File: src/rtl/stream_keystream_core.sv
// Three-NLFSR stream cipher: DATA_W keystream bits per clock XORed onto a valid/ready stream.
// The keystream advances only on accepted words, so a stalled consumer never skips keystream.
module stream_keystream_core #(
  parameter int DATA_W = 8,
  parameter int REG_W  = 64,
  parameter int KEY_W  = 32,
  parameter int WARMUP = 16
) (
  input  logic              clk,
  input  logic              rst_n,
  input  logic              init,
  input  logic [KEY_W-1:0]  key_in,
  input  logic [KEY_W-1:0]  iv_in,
  input  logic              s_valid,
  output logic              s_ready,
  input  logic [DATA_W-1:0] s_data,
  output logic              m_valid,
  input  logic              m_ready,
  output logic [DATA_W-1:0] m_data,
  output logic              busy,
  output logic [31:0]       word_cnt
);

  // state | meaning
  // IDLE  | after reset, no key loaded; registers hold, input refused
  // WARM  | stepping WARMUP keystream words after a load, output discarded
  // RUN   | one keystream word consumed per accepted input word
  typedef enum logic [1:0] {
    S_IDLE = 2'd0,
    S_WARM = 2'd1,
    S_RUN  = 2'd2
  } state_t;

  localparam int CNT_W = (WARMUP > 1) ? $clog2(WARMUP) : 1;

  state_t              state_q, state_d;
  logic [CNT_W-1:0]    warm_q, warm_d;
  logic [REG_W-1:0]    a_q, a_d, b_q, b_d, c_q, c_d;
  logic                m_valid_q, m_valid_d;
  logic [DATA_W-1:0]   m_data_q, m_data_d;
  logic [31:0]         cnt_q, cnt_d;

  logic [REG_W-1:0]    step_a, step_b, step_c;
  logic [DATA_W-1:0]   ks;
  logic                z, fa, fb, fc;
  logic                accept;

  // DATA_W unrolled steps; the first step's output lands in the word's MSB.
  always_comb begin
    step_a = a_q;
    step_b = b_q;
    step_c = c_q;
    ks     = '0;
    z      = 1'b0;
    fa     = 1'b0;
    fb     = 1'b0;
    fc     = 1'b0;
    for (int i = 0; i < DATA_W; i++) begin
      z  = step_a[REG_W-1] ^ step_b[REG_W-1] ^ step_c[REG_W-1];
      fa = step_c[REG_W-1] ^ step_c[5]  ^ (step_c[2] & step_c[3]) ^ step_a[9];
      fb = step_a[REG_W-1] ^ step_a[7]  ^ (step_a[4] & step_a[5]) ^ step_b[11];
      fc = step_b[REG_W-1] ^ step_b[13] ^ (step_b[1] & step_b[6]) ^ step_c[17];
      step_a = {step_a[REG_W-2:0], fa};
      step_b = {step_b[REG_W-2:0], fb};
      step_c = {step_c[REG_W-2:0], fc};
      ks[DATA_W-1-i] = z;
    end
  end

  assign s_ready = (state_q == S_RUN) && (!m_valid_q || m_ready);
  assign accept  = s_valid && s_ready;

  always_comb begin
    state_d   = state_q;
    warm_d    = warm_q;
    a_d       = a_q;
    b_d       = b_q;
    c_d       = c_q;
    m_valid_d = m_valid_q;
    m_data_d  = m_data_q;
    cnt_d     = cnt_q;
    if (init) begin
      // init wins over a same-cycle handshake; any pending word is dropped
      a_d       = REG_W'(key_in);
      b_d       = REG_W'(iv_in);
      c_d       = '1;
      state_d   = S_WARM;
      warm_d    = CNT_W'(WARMUP - 1);
      m_valid_d = 1'b0;
      cnt_d     = '0;
    end else begin
      case (state_q)
        S_WARM: begin
          a_d = step_a;
          b_d = step_b;
          c_d = step_c;
          if (warm_q == '0) state_d = S_RUN;
          else              warm_d  = warm_q - 1'b1;
        end
        S_RUN: begin
          if (accept) begin
            a_d       = step_a;
            b_d       = step_b;
            c_d       = step_c;
            m_data_d  = s_data ^ ks;
            m_valid_d = 1'b1;
            if (cnt_q != 32'hFFFF_FFFF) cnt_d = cnt_q + 32'd1;
          end else if (m_ready) begin
            m_valid_d = 1'b0;
          end
        end
        default: ;
      endcase
    end
  end

  always_ff @(posedge clk or negedge rst_n) begin
    if (!rst_n) begin
      state_q   <= S_IDLE;
      warm_q    <= '0;
      a_q       <= '0;
      b_q       <= '0;
      c_q       <= '0;
      m_valid_q <= 1'b0;
      m_data_q  <= '0;
      cnt_q     <= '0;
    end else begin
      state_q   <= state_d;
      warm_q    <= warm_d;
      a_q       <= a_d;
      b_q       <= b_d;
      c_q       <= c_d;
      m_valid_q <= m_valid_d;
      m_data_q  <= m_data_d;
      cnt_q     <= cnt_d;
    end
  end

  assign m_valid  = m_valid_q;
  assign m_data   = m_data_q;
  assign busy     = (state_q == S_WARM);
  assign word_cnt = cnt_q;

endmodule

File: config.mk
export PLATFORM = sky130hd
export DESIGN_NAME = stream_keystream_core
export DESIGN_NICKNAME = d
export VERILOG_FILES = /design/src/rtl/stream_keystream_core.sv
export SDC_FILE = /design/constraint.sdc
export NUM_CORES = 1
export LEC_CHECK = 0
export CAP_MARGIN = 20
export CORE_AREA = 2 2 163 165
export CTS_CLUSTER_SIZE = 14
export DETAILED_ROUTE_END_ITERATION = 10
export DIE_AREA = 0 0 165 167
export DONT_BUFFER_PORTS = 1
export HOLD_SLACK_MARGIN = 0.05
export PLACE_DENSITY = 0.67
export SKIP_CTS_REPAIR_TIMING = 1
export SLEW_MARGIN = 20
export SYNTH_ARGS = -nofsm -noshare
export SYNTH_HDL_FRONTEND = slang
export SYNTH_SLANG_ARGS = --single-unit
File: constraint.sdc
create_clock -name clk -period 1.8 [get_ports clk]
set_input_delay 0.36 -clock clk [delete_from_list [all_inputs] [get_ports clk]]
set_output_delay 0.36 -clock clk [all_outputs]
set_load 0.05 [all_outputs]
Word level (Yosys, flattened, before mapping)
Index checks and enable logic that the tools add are counted.
{"block": "totals", "register_bits": 239, "inputBits": 77, "out_inout_bits": 43, "word_cells": 170}
{"block": "classes", "addsub": 2, "n_eq_ne": 5, "mux": 23, "n_bitwise": 114, "reduce_logical": 18}
{"cell": "64-bit 2-to-1 mux", "n": 6}
{"cell": "64-bit case mux with 2 select lines", "n": 3}
{"cell": "32-bit 2-to-1 mux", "n": 4}
{"cell": "1-bit XOR", "n": 88}
{"cell": "32-bit by 1-bit adder with 32-bit output (second input constant)", "n": 1}
{"cell": "32-bit inequality test (second input constant)", "n": 1}
{"cell": "1-bit AND", "n": 24}
{"cell": "4-bit 2-to-1 mux", "n": 3}
{"cell": "2-bit nonzero test", "n": 5}
{"cell": "2-bit AND reduction", "n": 4}
{"cell": "8-bit XOR", "n": 1}
{"cell": "2-bit 2-to-1 mux", "n": 3}
{"cell": "3-bit AND reduction", "n": 2}
{"cell": "3-bit nonzero test", "n": 2}
{"cell": "4-bit zero test", "n": 1}
{"cell": "1-bit 2-to-1 mux", "n": 4}
{"cell": "4-bit by 1-bit subtractor with 4-bit output (second input constant)", "n": 1}
{"cell": "3-bit inequality test (second input constant)", "n": 1}
{"cell": "2-bit by 1-bit equality test with 1-bit output (second input constant)", "n": 1}
{"cell": "2-bit equality test (second input constant)", "n": 1}
{"cell": "1-bit logical AND", "n": 2}
{"cell": "2-bit inequality test (second input constant)", "n": 1}
{"cell": "1-bit zero test", "n": 1}
{"cell": "1-bit logical OR", "n": 1}
{"cell": "1-bit NOT", "n": 1}

Logic depth before layout (Yosys ltp)
{"block": "depth", "word_depth": 12, "ltp_mapped": 8, "mapped_depth_nobuf": 7}

Least setup slack after synthesis
Ideal clock, no wire load.
{"block": "synth_path", "path_type": "flip-flop to flip-flop", "startpoint": "register m_valid_q (netlist: m_valid)", "endpoint": "register cnt_q[19] (netlist: word_cnt[19])", "setup_time_ps": 127, "t_arrival_ps": 2106, "required_time_ps": 1673, "slack_ps": -433, "path_stages_with_launch": 6, "n_path_buf": 0, "period_less_slack_ps": 2233, "cell_sequence": "dfrtp_1 -> nor2b_1 -> nor4_4 -> nand2_2 -> or4b_1 -> mux2_1"}
{"block": "synth_between", "elab_chain_len": 6}
{"item": "start: declaration", "line": "39", "source": "logic m_valid_q, m_valid_d;"}
{"item": "start signal: assignment", "line": "133", "source": "m_valid_q <= m_valid_d;"}
{"item": "1-bit zero test", "line": "70", "source": "assign s_ready = (state_q == S_RUN) && (!m_valid_q || m_ready);"}
{"item": "1-bit logical OR", "line": "70"}
{"item": "1-bit logical AND", "line": "70"}
{"item": "1-bit logical AND", "line": "71", "source": "assign accept = s_valid && s_ready;"}
{"item": "2-bit nonzero test (no source line)"}
{"item": "3-bit AND reduction (no source line)"}
{"item": "end signal: assignment", "line": "135", "source": "cnt_q <= cnt_d;"}
{"item": "end: declaration", "line": "41", "source": "logic [31:0] cnt_q, cnt_d;"}
No other way between the ends.
A chain may end at the register's enable or synchronous reset.

Worst setup path in the final report
{"block": "layout_path", "startpoint": "register state_q[0]", "endpoint": "register b_q[2]"}
{"block": "layout_between", "elab_chain_len": 5, "elab_cells_between_ends": 9, "classes_between": "eq/ne: 3; mux: 2; reduce/logical: 4"}
{"item": "start: declaration", "line": "36", "source": "state_t state_q, state_d;"}
{"item": "start signal: assignment", "line": "128", "source": "state_q <= state_d;"}
{"item": "2-bit equality test", "line": "70, 92"}
{"item": "1-bit logical AND", "line": "70"}
{"item": "1-bit logical AND", "line": "71"}
{"item": "3-bit inequality test (no source line)"}
{"item": "2-bit AND reduction (no source line)"}
{"item": "end signal: assignment", "line": "122", "source": "b_q <= '0;"}
{"item": "end signal: assignment", "line": "131", "source": "b_q <= b_d;"}
{"item": "end: declaration", "line": "38", "source": "logic [REG_W-1:0] a_q, a_d, b_q, b_d, c_q, c_d;"}
Several ways; a longest one is shown, not always the timed one.

==> impl_metrics.yaml <==
run_status:
  status: "finished, violations left"
  violations: "hold timing, setup timing"
cells_and_area:
  diodes: 0
  syn_to_final_growth_pct: 32.2
  stdcell_count: 1728
  seq_area_sq_mm: 0.00602
  multi_input_area_sq_mm: 0.00532
  layout_common_cells: "nand2_1 (268), dfrtp_1 (208), o21ai_0 (139)"
  layout_commonest_cell: "nand2_1"
  finalNetCount: 1452
  fillCellCount: 2123
  drive_gt1_share_pct: 22.0
setup_path:
  critPathMostFrequentCell: "buf_6"
  cp-start-kind: "flip-flop"
  slowest_delay_ns: 0.38
  crit_family: "buffers and inverters"
  crit_arrival_ns: 2.39
  slowest_stage: "dfrtp_1"
  crit_type: "reg -> reg"
  critPathMaxFanout: 26
  end_kind: "flip-flop"
  cp_cell_sequence: "buf_4, buf_6, nor2b_4, a311oi_4, buf_8, buf_6, buf_12, nor3_1, nand3b_1, nand3_1"
  required_ns: 2.22
  critPathBufInv: 5
floorplan:
  initial_core_util_pct: 44.3
  core_sq_mm: 0.0258
  io-pin-count: 120
  die_h_um: 167
  die_w_um: 165
  die-area_sq_mm: 0.0276
  rows: 59
yosys:
  synth_area_sq_mm: 0.0114
  netlist-cell-type-count: 59
  synthArstFlopShare_pct: 100
  synth_area_per_cell_sq_um: 9.40
  syn_nets: 1293
  ys_seq_area_share_pct: 52.4
  ys_seq_elements: 239
  yosys_warnings: 0
  synth_cells: 1214
  synth-edff-count: 0
  synth_flop_cell: "dfrtp_1"
cts:
  clk_latency_ns: 0.55
  root_buffer: "clkbuf_16"
  clockBufferDepth: 3
  cts.clk_slew.worst_paths_ns: 0.07
  cts_made_buffers: 27
  cts_htree_levels: 1
  clock-sinks: 239
  cts_tree: "yes"
power:
  p_leak_nw: 6.18
  finalPower_w: 0.0166
  power_density_mw_per_mm2: 1100
  ir_worst_vdd_mv: 0.856
placed_design:
  portBuffers: 0
  dp_hpwl_um: 18300
  gp_congestion: 0.859
  placedCellCount: 1584
sta:
  max_slew_margin_pct: 64.9
  finClkSkew_ns: 0.0167
  slew_violations: 0
  report.final.setup_viol: 147
  fin_crit_ns: 1.97
  tightestPinTransition_ns: 0.527
  rsz0062_at_grt: "true"
  fin_ws_ns: -0.169
  fmax_ghz: 0.508
  finalCritPeriodShare_pct: 109
  hold_violations: 264
  whs_ns: -0.480
grt:
  grt_pass1_vias: 8399
  antenna_found_initial: 0
  grt_max_degree: 240
  grt_pass1_wl_um: 44300
  grt_usage_pct: 20.0
  overflow: 0
detailed_routing:
  via_count: 9291
  drc_errors: 0
  drt_iter0_markers: 755
  ant_nets: 0
  drt-met1-wl_um: 13200
  wl_met2_um: 14600
  wirelength_um: 30800
  dr_wl_met3_um: 2200
  top_layer: "met4"
  dr.pass1.iters: 5
  drt-vias-per-instance: 5.38
  wire_per_inst_um: 17.8
min_path:
  hold_path.class: "in -> async"
job:
  drv_cap: 0
-- layout make-up --
type	count	area share (%)
sequential	239	39.9
inverter	12	0.299
clock buffer	38	5.35
clock inverter	11	1.15
tap	335	2.78
multi-input combinational	885	35.2
timing repair buffer	208	15.3
-- metrics by stage --
stage / area, sq um / hold WS [ns] / worst slack, ns / TNS [ns] / utilization (%)
CTS: 13500 / -0.486 / -0.184 / -2.32 / 52.6
finish: 15100 / -0.480 / -0.169 / -8.41 / 58.5
detailed placement: 12600 / 0.0922 / -0.130 / -1.61 / 48.7
floorplan: 11500 / 0.0644 / -0.261 / -2.97 / -
global placement: 12600 / 0.0942 / -0.0896 / -0.830 / 48.7
global route: 15100 / -0.511 / -0.253 / -21.26 / 58.5
-- path summary, 6_finish.rpt --
path	from	endpoint	slack, ns	cells past startpoint
worst min register to register	a_q[55]$_DFFE_PN0P_	a_q[55]$_DFFE_PN0P_	0.48	2
worst max register to register	state_q[0]$_DFFE_PN0P_	b_q[2]$_DFFE_PN0P_	-0.17	10
min in group clk	init	word_cnt[5]$_DFFE_PN0P_	-0.10	1
worst max-delay path	state_q[0]$_DFFE_PN0P_	b_q[2]$_DFFE_PN0P_	-0.17	10
max in group asynchronous	rst_n	c_q[1]$_DFFE_PN0P_	1.93	0
worst min-delay path	rst_n	b_q[53]$_DFFE_PN0P_	-0.48	0
-- registers in the layout (all words and copies together), names as in the netlist --
name / cells
c_q: 64
b_q: 64
m_data: 8
state_q: 2
m_valid: 1
a_q: 64
warm_q: 4
word_cnt: 32
-- cell families after synthesis --
group	Yosys count	share of synthesized area, %
AO/OA/AOI/OAI	284	13.9
flip-flops	239	52.4
buffers and inverters	90	3.23
multiplexers	68	6.00
XOR/XNOR	81	6.94
AND/OR/NAND/NOR	450	17.3
adder cells (fa/ha/maj)	2	0.219
-- where the power goes --
group | leakage [nW] | switching [W] | internal, W | total [W]
Sequential | 2.77 | 0.000703 | 0.00608 | 0.00679
Combinational | 2.93 | 0.00190 | 0.00195 | 0.00385
Clock | 0.490 | 0.00229 | 0.00370 | 0.00599
-- per-layer routing --
metal | track usage [%] | vias to the layer above
met5 | 0 | -
met4 | 5.07 | 0
met3 | 5.48 | 55
met2 | 30.9 | 278
met1 | 27.8 | 4479
li1 | - | 4479
-- cells in the mapped netlist (5+ instances only) --
master	count	area, sq um
buf_2	24	120
a31oi_1	6	37.5
or2_2	6	37.5
o21ai_0	192	961
nor4_1	5	31.3
dfrtp_1	239	5980
mux2i_1	65	651
and4_1	5	43.8
nand4_1	6	37.5
nor2_1	86	323
or3_1	13	81.3
inv_1	10	37.5
clkbuf_1	52	195
o22ai_1	8	50.1
xnor2_1	54	473
xor2_1	21	184
o31ai_1	10	75.1
nand3_1	15	75.1
and3_1	6	37.5
nor2b_1	6	37.5
nand2_1	272	1020
a21oi_1	39	195
or4_1	9	67.6
xnor3_1	6	135
nor3_1	6	30.0
(Power assumes the default switching activity.)
